<file path="config.mk">
export PLATFORM = sky130hd
export DESIGN_NAME = dram_wb_bridge
export DESIGN_NICKNAME = d
export VERILOG_FILES = /design/src/rtl/dram_wb_bridge_pkg.sv /design/src/rtl/dram_wb_bridge.sv
export SDC_FILE = /design/constraint.sdc
export NUM_CORES = 1
export LEC_CHECK = 0
export BUFFER_PORTS_ARGS = -buffer_cell sky130_fd_sc_hd__clkbuf_2
export CAP_MARGIN = 10
export CORE_AREA = 2 2 101 103
export CTS_BUF_LIST = sky130_fd_sc_hd__clkbuf_4 sky130_fd_sc_hd__clkbuf_8
export DETAILED_ROUTE_END_ITERATION = 16
export DIE_AREA = 0 0 103 105
export GPL_TIMING_DRIVEN = 0
export PLACE_DENSITY = 0.68
export RECOVER_POWER = 25
export SETUP_SLACK_MARGIN = 0.1
export SYNTH_ARGS = -nofsm -noshare
export SYNTH_HDL_FRONTEND = slang
export SYNTH_SLANG_ARGS = --single-unit
</file>
<file path="constraint.sdc">
create_clock -name clk_i -period 2.55 [get_ports clk_i]
set_input_delay 0.6375 -clock clk_i [delete_from_list [all_inputs] [get_ports clk_i]]
set_output_delay 0.6375 -clock clk_i [all_outputs]
set_load 0.01 [all_outputs]
</file>
<file path="src/rtl/dram_wb_bridge_pkg.sv">
// Shared definitions for the data-RAM front end: macro geometry and the
// encoding of which requester owns the read data returning from the macro.
package dram_wb_bridge_pkg;

    localparam int DRAM_ADDR_W = 8;
    localparam int DRAM_DATA_W = 32;
    localparam int DRAM_BE_W   = DRAM_DATA_W / 8;

    // Owner of the macro read issued in the previous cycle
    typedef enum logic [1:0] {
        RD_NONE = 2'd0,
        RD_CORE = 2'd1,
        RD_WB   = 2'd2
    } rd_src_e;

endpackage

</file>
<file path="src/rtl/dram_wb_bridge.sv">
// Single-port front end for the OpenRAM 1rw data macro. The core data port
// and the Caravel Wishbone slave share one macro access per cycle. The core
// wins by default; a starvation counter forces a waiting Wishbone request
// through after STARVE_LIMIT lost cycles so firmware can always reach DRAM.
module dram_wb_bridge
    import dram_wb_bridge_pkg::*;
#(
    parameter int ADDR_W       = DRAM_ADDR_W,
    parameter int DATA_W       = DRAM_DATA_W,
    parameter int STARVE_LIMIT = 4
) (
    input  logic                clk_i,
    input  logic                rstn_i,
    // core data port
    input  logic                core_req_i,
    input  logic                core_we_i,
    input  logic [DATA_W/8-1:0] core_be_i,
    input  logic [ADDR_W-1:0]   core_addr_i,
    input  logic [DATA_W-1:0]   core_wdata_i,
    output logic                core_gnt_o,
    output logic                core_rvalid_o,
    output logic [DATA_W-1:0]   core_rdata_o,
    // Wishbone classic slave
    input  logic                wbs_cyc_i,
    input  logic                wbs_stb_i,
    input  logic                wbs_we_i,
    input  logic [DATA_W/8-1:0] wbs_sel_i,
    input  logic [31:0]         wbs_adr_i,
    input  logic [DATA_W-1:0]   wbs_dat_i,
    output logic                wbs_ack_o,
    output logic [DATA_W-1:0]   wbs_dat_o,
    // RAM macro port
    output logic                csb0_o,
    output logic                web0_o,
    output logic [DATA_W/8-1:0] wmask0_o,
    output logic [ADDR_W-1:0]   addr0_o,
    output logic [DATA_W-1:0]   din0_o,
    input  logic [DATA_W-1:0]   dout0_i
);

    localparam int BE_W  = DATA_W / 8;
    localparam int CNT_W = $clog2(STARVE_LIMIT + 1);

    logic             wb_busy_q, wb_busy_d;
    rd_src_e          rd_src_q, rd_src_d;
    logic [CNT_W-1:0] starve_q, starve_d;

    logic [ADDR_W-1:0] addr_q;
    logic [DATA_W-1:0] din_q;
    logic [BE_W-1:0]   wmask_q;

    logic wb_pend, wb_force, issue_core, issue_wb;
    logic [ADDR_W-1:0] wb_word;
    logic unused_adr;

    // Byte address to word address; upper bits alias because decode is upstream
    assign wb_word    = wbs_adr_i[ADDR_W+1:2];
    assign unused_adr = ^{wbs_adr_i[31:ADDR_W+2], wbs_adr_i[1:0]};

    // Responses: ack is dropped if the master abandons the cycle or reset hits
    assign wbs_ack_o     = wb_busy_q & wbs_cyc_i & rstn_i;
    assign wbs_dat_o     = (rd_src_q == RD_WB) ? dout0_i : '0;
    assign core_rvalid_o = (rd_src_q == RD_CORE) & rstn_i;
    assign core_rdata_o  = dout0_i;

    // Arbitration: the ack cycle blocks a back-to-back Wishbone reissue
    assign wb_pend    = wbs_cyc_i & wbs_stb_i & ~wb_busy_q & ~wbs_ack_o;
    assign wb_force   = wb_pend & (starve_q == CNT_W'(STARVE_LIMIT));
    assign issue_core = rstn_i & core_req_i & ~wb_force;
    assign issue_wb   = rstn_i & ~issue_core & wb_pend;
    assign core_gnt_o = issue_core;

    // Macro drive for the winning requester; idle keeps the last address/data
    always_comb begin
        csb0_o   = 1'b1;
        web0_o   = 1'b1;
        wmask0_o = wmask_q;
        addr0_o  = addr_q;
        din0_o   = din_q;
        if (issue_core) begin
            csb0_o   = 1'b0;
            web0_o   = ~core_we_i;
            wmask0_o = core_be_i;
            addr0_o  = core_addr_i;
            din0_o   = core_wdata_i;
        end else if (issue_wb) begin
            csb0_o   = 1'b0;
            web0_o   = ~wbs_we_i;
            wmask0_o = wbs_sel_i;
            addr0_o  = wb_word;
            din0_o   = wbs_dat_i;
        end
    end

    // Next-state for busy flag, read-data owner and starvation counter
    always_comb begin
        wb_busy_d = issue_wb;
        rd_src_d  = RD_NONE;
        if (issue_core && !core_we_i) begin
            rd_src_d = RD_CORE;
        end else if (issue_wb && !wbs_we_i) begin
            rd_src_d = RD_WB;
        end
        starve_d = starve_q;
        if (!wb_pend || issue_wb) begin
            starve_d = '0;
        end else if (issue_core && (starve_q != CNT_W'(STARVE_LIMIT))) begin
            starve_d = starve_q + CNT_W'(1);
        end
    end

    // Control state; a reset mid-access simply forgets the pending response
    always_ff @(posedge clk_i) begin
        if (!rstn_i) begin
            wb_busy_q <= 1'b0;
            rd_src_q  <= RD_NONE;
            starve_q  <= '0;
        end else begin
            wb_busy_q <= wb_busy_d;
            rd_src_q  <= rd_src_d;
            starve_q  <= starve_d;
        end
    end

    // Hold registers so idle cycles keep the macro address/data lines stable
    always_ff @(posedge clk_i) begin
        if (issue_core || issue_wb) begin
            addr_q  <= addr0_o;
            din_q   <= din0_o;
            wmask_q <= wmask0_o;
        end
    end

endmodule

</file>
Word-level counts from Yosys, hierarchy flattened
Cells that the tools add are included.
- $add $sub $neg: 1
- equal/unequal tests: 4
- muxes and demuxes: 13
- bitwise operators: 18
- reductions and logical operators: 10
- operators by type and width (operator ; count):
    $mux 32 ; 3
    $mux 8 ; 2
    $and 1x1->1 ; 11
    $mux 4 ; 2
    $not 1->1 ; 7
    $mux 1 ; 5
    $reduce_or 2->1 ; 2
    $add 3x1->3 const B ; 1
    $eq 3x3->1 const B ; 1
    $logic_and 1x1->1 ; 3
    $logic_not 1->1 ; 3
    $ne 3x3->1 const B ; 1
    $eq 2x1->1 const B ; 1
    $eq 2x2->1 const B ; 1
    $logic_or 1x1->1 ; 2
    $mux 2 ; 1
- bits in registers: 50

Longest topological paths before layout
Gate-level depths: netlist (run 1).
- word-level depth: 13
- depth in mapped cells: 7
- mapped depth without buffers: 6

Worst setup path before layout (run 1)
Ideal clock, no wire load.
- kind: input to register
- start point: input wbs_stb_i
- end point: register addr_q[0] (enable)
- library setup time: 398 ps
- arrival: 1940 ps
- slack: 212 ps
- stages on the path: 3
- cell sequence: and3b_1 -> o21ai_0 -> inv_1
- word-level cells in the longest chain between the ends: 10
- RTL lines (what ; line ; text):
    start: declaration ; dram_wb_bridge.sv:25 ; input logic wbs_stb_i,
    $and 1x1->1 * (3 in a row) ; dram_wb_bridge.sv:67 ; assign wb_pend = wbs_cyc_i & wbs_stb_i & ~wb_busy_q & ~wbs_ack_o;
    $and 1x1->1 ; dram_wb_bridge.sv:68 ; assign wb_force = wb_pend & (starve_q == CNT_W'(STARVE_LIMIT));
    $not 1->1 ; dram_wb_bridge.sv:69 ; assign issue_core = rstn_i & core_req_i & ~wb_force;
    $and 1x1->1 ; dram_wb_bridge.sv:69 ;
    $not 1->1 ; dram_wb_bridge.sv:70 ; assign issue_wb = rstn_i & ~issue_core & wb_pend;
    $and 1x1->1 (2 in a row) ; dram_wb_bridge.sv:70 ;
    $logic_or 1x1->1 * ; dram_wb_bridge.sv:127 ; if (issue_core || issue_wb) begin
    end signal: assignment ; dram_wb_bridge.sv:128 ; addr_q <= addr0_o;
    end: declaration ; dram_wb_bridge.sv:48 ; logic [ADDR_W-1:0] addr_q;
Mark *: on every way between the ends. The rest lies on a longest branch, timed or not.
A chain may end at the register's enable or synchronous reset.

Worst setup path after layout (run 1)
- start point: register wb_busy_q
- end point: output addr0_o[5]
- word-level cells in the longest chain between the ends: 12
- RTL lines (what ; line ; text):
    start: declaration ; dram_wb_bridge.sv:44 ; logic wb_busy_q, wb_busy_d;
    start signal: assignment ; dram_wb_bridge.sv:119 ; wb_busy_q <= wb_busy_d;
    $and 1x1->1 (2 in a row) ; dram_wb_bridge.sv:61 ; assign wbs_ack_o = wb_busy_q & wbs_cyc_i & rstn_i;
    $not 1->1 ; dram_wb_bridge.sv:67 ;
    $and 1x1->1 * ; dram_wb_bridge.sv:67 ;
    $and 1x1->1 ; dram_wb_bridge.sv:68 ;
    $not 1->1 ; dram_wb_bridge.sv:69 ;
    $and 1x1->1 ; dram_wb_bridge.sv:69 ;
    $not 1->1 ; dram_wb_bridge.sv:70 ;
    $and 1x1->1 (2 in a row) ; dram_wb_bridge.sv:70 ;
    $mux 8 ; dram_wb_bridge.sv:86 ; end else if (issue_wb) begin
    $mux 8 * ; dram_wb_bridge.sv:80 ; if (issue_core) begin
    end: declaration ; dram_wb_bridge.sv:36 ; output logic [ADDR_W-1:0] addr0_o,
Marks and branches as above.

==> flow_summary.ini, run 1 <==
[outcome]
status = completed

[timing]
period_share = 0.978
slew_headroom = 0.392
hold_viol_final = 0
skew_ps = 18.3
final-setup-viol-count = 0
final.min_clock_period_ps = 2490
slew_viol_final = 0
fmax_mhz = 401
rsz0062_at_grt = true
tightest_slew_ps = 911

[placed_design]
dpl_cell_area_um2 = 4290
numPortBuffers = 239
hpwl_um = 7500
gp_congestion = 0.789

[cts]
root_buffer = clkbuf_8
h-tree-depth = 2
clockBufferDepth = 2
cts.reportedPaths.clkPinSlew_ps = 110
cts_made_buffers = 5
clkSinkCount = 50
cts_tree = built
clock_latency_ps = 310

[detailed_routing]
wire_per_inst_um = 14.9
first_pass_iters = 4
vias = 3078
drc = 0
drt_iter0_markers = 113
routed_wl_um = 9810
ant_nets = 0
viasPerCell = 4.68

[setup_path]
required_ps = 1910
cp_slowest_cell = a221o_1
slowest_delay_ps = 370
crit_path_end_kind = output port
cp_data_arrival_time_ps = 1860
worstSetupPathType = reg2out
critPathLaunchType = flip-flop
crit_path_max_fanout = 5
crit_chain = and3b_2 -> a31o_4 -> inv_8 -> buf_6 -> a221o_1 -> buf_2

[floorplan]
die_w_um = 103
ioPinCount = 264
core_um2 = 9640
std_cell_rows = 36
initial_core_util = 0.303
die_area_um2 = 10800
die_h_um = 105

[layout]
fill_cells = 930
n_antenna_cell = 0
layout.nets = 677
fin_util = 0.493
fin_area_um2 = 4750
syn_to_final_growth_pct = 62.4
layout-drive-gt1-share = 0.653

[power]
irDropWorstVdd_mv = 0.206
powerDensity_nw_per_um2 = 432
p_leak_nw = 2.47

[synthesis]
ys_ff_latch = 50
synth-seq-area-share = 0.493
ys_types = 27
synth_area_um2 = 2930
syn_nets = 405
syn_area_per_cell_um2 = 11.6
yosys_warnings = 0
syn_inst = 252

[worst_hold_path]
min_path_type = in2reg

[run]
maxCapViolCount = 0

[grt]
grt_pass1_wl_um = 14300
grt_pass1_vias = 2870
grt_overflow = 0
antenna_found_initial = 0
grt_max_degree = 45
track_usage = 0.168
## through the flow
step                worst slack, ps  power, mW  hold slack [ps]  TNS, ps  std cells
floorplan                       212       1.26              417        0        252
global placement               -193       1.50              428   -12490        624
detailed placement             -236       1.51              441    -5210        624
CTS                            41.9       2.06              496        0        651
global route                  -15.3       2.15              494    -18.8        658
finish                         55.2       2.05              505        0        658
## path summary, 6_finish.rpt
| path | end | slack [ps] | cells past startpoint | start |
|---|---|---|---|---|
| worst max-delay path | addr0_o[5] | 60 | 6 | wb_busy_q$_SDFF_PN0_ |
| worst min-delay path | rd_src_q[1]$_SDFF_PP0_ | 500 | 2 | wbs_we_i |
| worst max register to register | din_q[29]$_DFFE_PP_ | 450 | 5 | wb_busy_q$_SDFF_PN0_ |
| worst min register to register | starve_q[0]$_SDFFE_PP0P_ | 510 | 2 | starve_q[0]$_SDFFE_PP0P_ |
## worst max-delay path, delay by kind of cell (launching register included)
kind	cells	cell delay (ps)
AO/OA/AOI/OAI	2	590
flip-flops	1	350
buffers and inverters	3	340
AND/OR/NAND/NOR	1	260
## repair_timing
action | CTS | global route
hold buffers | 0 | 0
pin swaps | 28 | 7
resized for setup | 37 | 16
cloned | 4 | 2
setup buffers | 15 | 5
setup endpoints to repair | 45 | 41
## cell type report
class	instances	area (µm²)	area share
buffer	51	407	0.0856
clock buffer	5	68.8	0.0145
clock inverter	3	28.8	0.00606
inverter	6	37.5	0.00790
multi-input combinational	146	1170	0.247
sequential	50	1440	0.304
tap	133	166	0.0350
timing repair buffer	263	1420	0.299
timing repair inverter	1	6.26	0.00132
## sequential cells by signal (all words and copies together) (netlist names)
register	cells
starve_q	3
din_q	32
rd_src_q	2
wb_busy_q	1
addr_q	8
wmask_q	4
## layer usage
layer / vias up / share of wire / global-route usage
met4: 0 / 0.0093 / 0.0348
met2: 153 / 0.52 / 0.318
met1: 1422 / 0.40 / 0.192
met3: 8 / 0.069 / 0.0301
met5: - / 0 / 0
li1: 1495 / - / -
## where the power goes
group / internal, mW / total (mW) / leakage [nW] / switching (mW)
Combinational: 0.315 / 0.589 / 1.95 / 0.273
Clock: 0.206 / 0.497 / 0.0506 / 0.291
Sequential: 0.959 / 0.969 / 0.469 / 0.0100
Total: 1.48 / 2.05 / 2.47 / 0.574
## Yosys cell counts, drive strengths merged
cell type	n	area, µm²
a21bo	1	10.0
a221o	34	340
a31o	1	8.76
a31oi	1	6.26
and2	32	200
and3	36	225
and3b	1	8.76
buf	41	312
clkbuf	10	37.5
dfxtp	6	120
edfxtp	44	1320
ha	2	25.0
inv	6	22.5
nand2	4	17.5
nand2b	1	13.8
nand3b	10	75.1
nand4	1	6.26
nand4b	1	15.0
nor2	6	22.5
nor2b	1	6.26
o21ai	2	10.0
o221a	10	113
xnor2	1	8.76
## cells in the final DEF (no fill, tap or decap), drive strengths merged
cell / netlist / final
o221a: 10 / 10
nand2: 4 / 4
and3: 36 / 36
a221o: 34 / 34
inv: 6 / 9
nor2: 6 / 6
dfxtp: 6 / 6
ha: 2 / 2
a31oi: 1 / 1
clkinv: 0 / 1
nand4: 1 / 1
xnor2: 1 / 1
nand3b: 10 / 10
a21bo: 1 / 1
and3b: 1 / 1
and2: 32 / 32
nand2b: 1 / 1
buf: 41 / 69
edfxtp: 44 / 44
a31o: 1 / 1
nand4b: 1 / 2
o21ai: 2 / 2
clkbuf: 10 / 250
nor2b: 1 / 1
## logic make-up (layout without fill, tap and decap cells)
logic type	Yosys count	after routing	synth area share
xor+xnor	1	1	0.00299
fa+ha+maj	2	2	0.00855
flops	50	50	0.493
compound gates	49	49	0.167
simple gates	93	94	0.202
buf+inv	57	329	0.127
Note: power is estimated with default switching activity, not from simulation.
==> run 2: changes to the inputs <==
==> constraint.sdc (replaced) <==
create_clock -name clk_i -period 2.55 [get_ports clk_i]
set_input_delay 0.1275 -clock clk_i [delete_from_list [all_inputs] [get_ports clk_i]]
set_output_delay 0.1275 -clock clk_i [all_outputs]
set_load 0.01 [all_outputs]
==> run 2 against run 1 <==
Register-to-register slack better by 110 ps. Count of clock-buffer cells in the layout stayed put. Largest power group unchanged. Cell count down 3.6%. Critical path depth up 2. Combinational power down 12%. Core utilization down 4.2 points. Global-route usage shrank 1.2 points. Wire length shrank 6.5%. Total power is 3.8% lower. Sequential cell count stayed put.
==> flow_summary.ini, run 2 (synthesized netlist as in run 1, its figures left out) <==
[cts]
cts_tree = built
cts.reportedPaths.clkPinSlew_ps = 110
holdBufCountCts = 2
h-tree-depth = 2
clockBufferDepth = 2
clkSinkCount = 50
clock_latency_ps = 310
cts-resized-gates = 0
root_buffer = clkbuf_8
postCtsSetupBuffers = 0
cts_made_buffers = 5

[timing]
final.min_clock_period_ps = 2310
hold_viol_final = 0
fin_setup_tns_ps = 0
slew_viol_final = 0
skew_ps = 16.1
period_share = 0.906
slew_headroom = 0.395
tightest_slew_ps = 907
final-setup-viol-count = 0
rsz0062_at_grt = false
fmax_mhz = 433

[outcome]
status = completed

[layout]
final_cell_mix = clkbuf_2, clkbuf_1, edfxtp_1, and3_1, buf_4
fin_cells = 634
top_register = din_q
final_common_cell = clkbuf_2
reg_top3 = din_q (32), addr_q (8), wmask_q (4)
largest_register_ffs = 32
n_antenna_cell = 0
layout.nets = 653
fin_util = 0.451
syn_to_final_growth_pct = 48.7
layout-drive-gt1-share = 0.529
fin_area_um2 = 4350

[grt]
track_usage = 0.157
grt_pass1_wl_um = 13300
grt_overflow = 0
grt_pass1_vias = 2721
antenna_found_initial = 0
grt_max_degree = 45

[detailed_routing]
drt_iter0_markers = 114
ant_nets = 0
wire_per_inst_um = 14.5
drc = 0
routed_wl_um = 9170
first_pass_iters = 4
vias = 2952
viasPerCell = 4.66

[setup_path]
cp_data_arrival_time_ps = 2180
crit_path_max_fanout = 10
critPathLaunchType = flip-flop
r2r_cells = 7
worstSetupPathType = reg2out
crit_path_end_kind = output port
required_ps = 2420

[floorplan]
ioPinCount = 264
die_h_um = 105
die_area_um2 = 10800
initial_core_util = 0.303
core_um2 = 9640
die_w_um = 103
std_cell_rows = 36

[placed_design]
dpl_cell_area_um2 = 4290
gp_congestion = 0.789
numPortBuffers = 239
dp_cells = 624
hpwl_um = 7500

[power]
powerDensity_nw_per_um2 = 455
total_power_mw = 1.98
p_leak_nw = 2.16
irDropWorstVdd_mv = 0.202

[worst_hold_path]
min_path_type = in2reg
hold_depth = 2

[run]
maxCapViolCount = 0
-- run 2: cell types whose count changed in the layout (fill, tap and decap cells not counted), sizes merged --
cell	change
buf	-31
clkbuf	+7
dlygate4sd3	+2
inv	-1
nand4b	-1
-- run 2: power breakdown --
group / switching [mW] / internal, mW / total [mW]
clock: 0.286 / 0.206 / 0.492
combinational: 0.256 / 0.260 / 0.517
sequential: 0.00966 / 0.959 / 0.968
-- run 2: through the flow --
| stage | worst slack [ps] | hold slack [ps] |
|---|---|---|
| 3_5_place_dp | 687 | 312 |
| 2_1_floorplan | 510 | 200 |
| 5_1_grt | 150 | 128 |
| 6_report | 241 | 138 |
| 3_3_place_gp | 216 | 311 |
| 4_1_cts | 373 | 125 |
-- run 2: area by class of cell --
cell class                 count  area [µm²]
clock buffer                   5        68.8
timing repair buffer         241        1170
sequential                    50        1440
fill                         988        5290
tap                          133         166
clock inverter                 3        28.8
multi-input combinational    145        1100
inverter                       6        22.5
buffer                        51         345
-- run 2: final timing paths --
path	startpoint	to	slack, ps
max	starve_q[0]$_SDFFE_PP0P_	din0_o[4]	240
min	wbs_dat_i[13]	din_q[13]$_DFFE_PP_	140
max reg2reg	starve_q[0]$_SDFFE_PP0P_	din_q[4]$_DFFE_PP_	560
min reg2reg	starve_q[0]$_SDFFE_PP0P_	starve_q[0]$_SDFFE_PP0P_	450
-- run 2: worst max-delay path: stages (launching register included) --
cell and delay [ps]:
dfxtp_1 360, inv_1 50, ha_1 230, a21bo_2 230, nand2b_1 120, inv_1 170
buf_4 220, a221o_1 340, clkbuf_2 150
-- run 2: routing by layer --
| layer | up-vias | wire length [µm] | track usage | share of wire |
|---|---|---|---|---|
| li1 | 1441 | - | - | - |
| met1 | 1358 | 3690 | 0.181 | 0.40 |
| met2 | 149 | 4740 | 0.295 | 0.52 |
| met3 | 4 | 674 | 0.0294 | 0.074 |
| met4 | 0 | 59 | 0.0282 | 0.0064 |
| met5 | - | 0 | 0 | 0 |
